===== config.mk =====
export PLATFORM = sky130hd
export DESIGN_NAME = pc_predict
export DESIGN_NICKNAME = d
export VERILOG_FILES = /design/src/rtl/pc_predict.sv
export SDC_FILE = /design/constraint.sdc
export NUM_CORES = 1
export LEC_CHECK = 0
export CAP_MARGIN = 20
export CELL_PAD_IN_SITES_DETAIL_PLACEMENT = 0
export CELL_PAD_IN_SITES_GLOBAL_PLACEMENT = 1
export CORE_MARGIN = 1
export CORE_UTILIZATION = 26
export CTS_BUF_LIST = sky130_fd_sc_hd__clkbuf_8 sky130_fd_sc_hd__clkbuf_16
export DETAILED_ROUTE_END_ITERATION = 10
export GPL_TIMING_DRIVEN = 1
export HOLD_SLACK_MARGIN = 0.12
export PLACE_DENSITY = 0.95
export SYNTH_ARGS = -nofsm -noshare
export SYNTH_HDL_FRONTEND = slang
export SYNTH_SLANG_ARGS = --single-unit

===== constraint.sdc =====
create_clock -name clk_in -period 5.5 [get_ports clk_in]
set_input_delay 0.55 -clock clk_in [delete_from_list [all_inputs] [get_ports clk_in]]
set_output_delay 0.55 -clock clk_in [all_outputs]
set_load 0.05 [all_outputs]

===== src/rtl/pc_predict.sv =====
// pc_predict: fetch program-counter generator with optional branch target buffer.
// Each cycle it presents the fetch address with a next-PC prediction. It also accepts
// EX redirects and BTB training updates.
// Build option: define PC_PREDICT_BTB_EN to include the BTB. Without it, prediction is
// always sequential and the update port is ignored.
module pc_predict #(
    parameter int                ADDR_W    = 32,
    parameter int                BTB_DEPTH = 16,
    parameter logic [ADDR_W-1:0] RESET_PC  = '0,
    parameter int                PC_STEP   = 4
) (
    input  logic              clk_in,
    input  logic              rst_in,
    input  logic              rdy_in,
    input  logic              stall_in,
    input  logic              redirect_in,
    input  logic [ADDR_W-1:0] redirect_target_in,
    input  logic              update_valid_in,
    input  logic [ADDR_W-1:0] update_pc_in,
    input  logic [ADDR_W-1:0] update_target_in,
    input  logic              update_taken_in,
    output logic [ADDR_W-1:0] pc_out,
    output logic              pred_taken_out,
    output logic [ADDR_W-1:0] pred_target_out
);

    logic [ADDR_W-1:0] pc_q, pc_d;
    logic [ADDR_W-1:0] seq_pc;

    assign seq_pc = pc_q + ADDR_W'(PC_STEP);
    assign pc_out = pc_q;

`ifdef PC_PREDICT_BTB_EN
    localparam int IW    = $clog2(BTB_DEPTH);
    localparam int TAG_W = ADDR_W - IW - 2;

    logic              valid_q [BTB_DEPTH];
    logic [TAG_W-1:0]  tag_q   [BTB_DEPTH];
    logic [ADDR_W-1:0] tgt_q   [BTB_DEPTH];
    logic [1:0]        ctr_q   [BTB_DEPTH];

    logic [IW-1:0]     rd_idx, up_idx;
    logic [TAG_W-1:0]  rd_tag, up_tag;
    logic              rd_hit, up_hit;
    logic              up_we;
    logic [1:0]        up_ctr_d;
    logic [ADDR_W-1:0] up_tgt_d;
    logic              unused_upd_lsb;

    // Byte-offset bits never take part in indexing or tagging.
    assign unused_upd_lsb = ^update_pc_in[1:0];

    assign rd_idx = pc_q[IW+1:2];
    assign rd_tag = pc_q[ADDR_W-1:IW+2];
    assign up_idx = update_pc_in[IW+1:2];
    assign up_tag = update_pc_in[ADDR_W-1:IW+2];

    assign rd_hit = valid_q[rd_idx] && (tag_q[rd_idx] == rd_tag);
    assign up_hit = valid_q[up_idx] && (tag_q[up_idx] == up_tag);

    // Lookup reads the registered array, so a same-cycle update is only seen next cycle.
    assign pred_taken_out  = rd_hit & ctr_q[rd_idx][1];
    assign pred_target_out = pred_taken_out ? tgt_q[rd_idx] : seq_pc;

    // Compute the training write: counter step on hit, allocation on taken miss.
    always_comb begin
        up_we    = 1'b0;
        up_ctr_d = ctr_q[up_idx];
        up_tgt_d = tgt_q[up_idx];
        if (rdy_in && update_valid_in) begin
            if (up_hit) begin
                up_we = 1'b1;
                if (update_taken_in) begin
                    up_ctr_d = (ctr_q[up_idx] == 2'b11) ? 2'b11 : ctr_q[up_idx] + 2'd1;
                    up_tgt_d = update_target_in;
                end else begin
                    up_ctr_d = (ctr_q[up_idx] == 2'b00) ? 2'b00 : ctr_q[up_idx] - 2'd1;
                end
            end else if (update_taken_in) begin
                up_we    = 1'b1;
                up_ctr_d = 2'b10;
                up_tgt_d = update_target_in;
            end
        end
    end

    // BTB storage: cleared on reset, one entry written per training update.
    always_ff @(posedge clk_in or posedge rst_in) begin
        if (rst_in) begin
            for (int i = 0; i < BTB_DEPTH; i++) begin
                valid_q[i] <= 1'b0;
                tag_q[i]   <= '0;
                tgt_q[i]   <= '0;
                ctr_q[i]   <= 2'b00;
            end
        end else if (up_we) begin
            valid_q[up_idx] <= 1'b1;
            tag_q[up_idx]   <= up_tag;
            tgt_q[up_idx]   <= up_tgt_d;
            ctr_q[up_idx]   <= up_ctr_d;
        end
    end
`else
    logic unused_update;

    assign unused_update = ^{update_valid_in, update_pc_in, update_target_in, update_taken_in};

    assign pred_taken_out  = 1'b0;
    assign pred_target_out = seq_pc;
`endif

    // Next fetch address: redirect beats stall, otherwise follow the prediction.
    always_comb begin
        pc_d = pc_q;
        if (rdy_in) begin
            if (redirect_in) begin
                pc_d = redirect_target_in;
            end else if (!stall_in) begin
                pc_d = pred_target_out;
            end
        end
    end

    // Fetch PC register.
    always_ff @(posedge clk_in or posedge rst_in) begin
        if (rst_in) begin
            pc_q <= RESET_PC;
        end else begin
            pc_q <= pc_d;
        end
    end

endmodule

==> results_dict.tcl <==
set metrics [dict create \
    status "complete, no violations" \
    stdcell_count 525 \
    hold_buffers 0 \
    max_stage_delay_ps 810 \
    fillers 969 \
    ys_warn_count 0 \
    fin_skew_ps 8.049 \
    grt_overflow 0 \
    p_per_area_nw_per_um2 318.4 \
    cp.buffers_inverters 1 \
    ys_ff_latch 32 \
    post_cts_buffers 0 \
    crit_type "reg2out" \
    grt_max_degree 45 \
    core-area_um2 9284 \
    track_usage 0.1653 \
    num_vias 2675 \
    drtIter0Drc 153 \
    place_ws_ps 2041 \
    clk_path_buf_depth 2 \
    clock_sinks 32 \
    synth_common_cells "32 x dfrtp_1, 31 x nand3_1, 30 x nand2_1" \
    timing.final.ws_setup_ps 1728 \
    antenna_cells 0 \
    cts_htree_levels 2 \
    start_kind "register" \
    synth_seq_area_share 0.3210 \
    antenna_found_initial 0 \
    drt_pass1_iterations 4 \
    design_area_um2 3651 \
    syn_nets 419 \
    cts_tree "yes" \
    nets 500 \
    syn2layout_area_growth_pct 46.34 \
    finalSetupViolCount 0 \
    dp_hpwl_mm 6.121 \
    synth_cells 315 \
    synth_enable_flop_cells 0 \
    ant_nets 0 \
    setup-tns-final_ps 0 \
    detail_route.wl_per_cell_um 15.51 \
    crit_slowest_cell "clkdlybuf4s50_1" \
    hold_path_class "reg2reg" \
    die_h_um 99.96 \
    netlist_area_um2 2495 \
    reg2reg_from "pc_out[2]" \
    dp.cells 518 \
    crit_fanout 6 \
    hold_start "pc_out[0]" \
    period_share 0.6858 \
    synth_cell_types 53 \
    drive_above_1_share 0.05303 \
    cts_made_buffers 5 \
    netlist_top_cells_area "dfrtp_1 32%, nand3_1 6.2%, xnor2_1 5.6%, nand2_1 4.5%, xor2_1 4.2%" \
    max_slew.worst_pin.slew_ps 958.4 \
    portBuffers 100 \
    rsz0062_at_grt "false" \
    place.gp.congestion 0.8518 \
    grt_pass1_vias 2597 \
    wl_mm 8.145 \
    maxCapViolCount 0 \
    row_count 35 \
    synthArstFlopShare 1.000 \
    grt_pass1_wl_mm 13.09 \
    cts.clk_slew.worst_paths_ps 60 \
    synth_top_area_cell "dfrtp_1" \
    cts_root_buf "clkbuf_8" \
    leakage_nw 1.377 \
    hold_violations 0 \
    ctsResizeCount 0 \
    fmax_mhz 265.1 \
    period_needed_ps 3772 \
    fp.dieArea_um2 9991 \
    die_w_um 99.96 \
    clock_latency_ps 280 \
    arrival_ps 3220 \
    vias_per_cell 5.095 \
    end_kind "output pin" \
    whs_ps 547.2 \
    placed_area_um2 3573 \
    initial_core_util 0.2687 \
    yosysMostFrequentCell "dfrtp_1" \
    synth_ff_type "dfrtp_1" \
    critPathTopFamily "simple AND/OR/NAND/NOR gates" \
    required_ps 4950 \
    slew_violations 0 \
    drc 0 \
    yosysTopAreaCellShare 0.3210 \
    peakVddDrop_v 0.0001009 \
    slew_headroom 0.3611 \
    path_cells "ha_1 -> nand4_4 -> or4_4 -> nor4_4 -> xor2_1 -> clkdlybuf4s50_1" \
    cp-startpoint "pc_out[2]" \
    largest_register_ffs 32 \
    syn_area_per_cell_um2 7.920 \
    ioPinCount 168 \
]
cell usage in the layout (no fill, tap or decap), types with 6 or more instances in the layout:
master             n
a31oi_1            6
nand2_1           30
xnor2_1           16
a21oi_1           17
xor2_1            12
nor4_1             8
o21ai_0           16
a2bb2oi_1          6
dfrtp_1           32
nor2_1            22
inv_1              9
nand4_1           13
nand3_1           31
clkdlybuf4s50_1  100
and3_1             9
logic make-up (layout without fill, tap and decap cells):
logic type / Yosys count / count (layout) / synth area share
simple gates: 143 / 143 / 0.3190
compound gates: 68 / 68 / 0.1725
buf+inv: 38 / 119 / 0.06570
flops: 32 / 32 / 0.3210
xor+xnor: 28 / 28 / 0.09829
mux: 4 / 4 / 0.01705
fa+ha+maj: 1 / 1 / 0.005014
other cells: 1 / 1 / 0.001503
worst register-to-register path: stages, from the launching register on:
cell and delay (ps):
dfrtp_1 470, ha_1 310, nand4_4 180, or4_4 610, nor4_4 390, nand4_1 130
and3_1 210
routing by layer:
| layer | vias to the layer above | GRT usage | wire [um] |
|---|---|---|---|
| met5 | - | 0 | 0 |
| met1 | 1279 | 0.2038 | 3461 |
| met2 | 86 | 0.2833 | 3998 |
| met3 | 7 | 0.04248 | 579 |
| met4 | 0 | 0.04864 | 106 |
| li1 | 1303 | - | - |
final timing paths:
check                      depth (start not counted)  slack, ps                  end
max reg2reg                                        6       3090           pc_out[30]
min                                                1        550            pc_out[0]
max in group asynchronous                          3       4520           pc_out[21]
min reg2reg                                        1        550            pc_out[0]
max                                                6       1730  pred_target_out[30]
min in group asynchronous                          3        660            pc_out[5]
cell type report:
type	count	area (um2)	area share
Tap cell	129	161.4	0.04421
Sequential cell	32	800.8	0.2193
Multi-Input combinational cell	245	1530	0.4191
Inverter	8	30.03	0.008225
Clock buffer	5	68.82	0.01885
Timing Repair Buffer	104	1051	0.2879
Clock inverter	2	8.758	0.002399
through the flow:
stage	utilization	total power, mW
finish	0.3933	1.162
global route	0.3933	1.217
CTS	0.3933	1.171
detailed placement	0.3849	0.9990
global placement	0.3819	0.9893
floorplan	-	0.7808
where the power goes:
group | internal, mW | leakage, nW | switching (mW)
clock network | 0.0841 | 0.0452 | 0.0842
logic | 0.222 | 0.965 | 0.421
registers | 0.272 | 0.366 | 0.0783
Power figures use the tool's default switching activity.
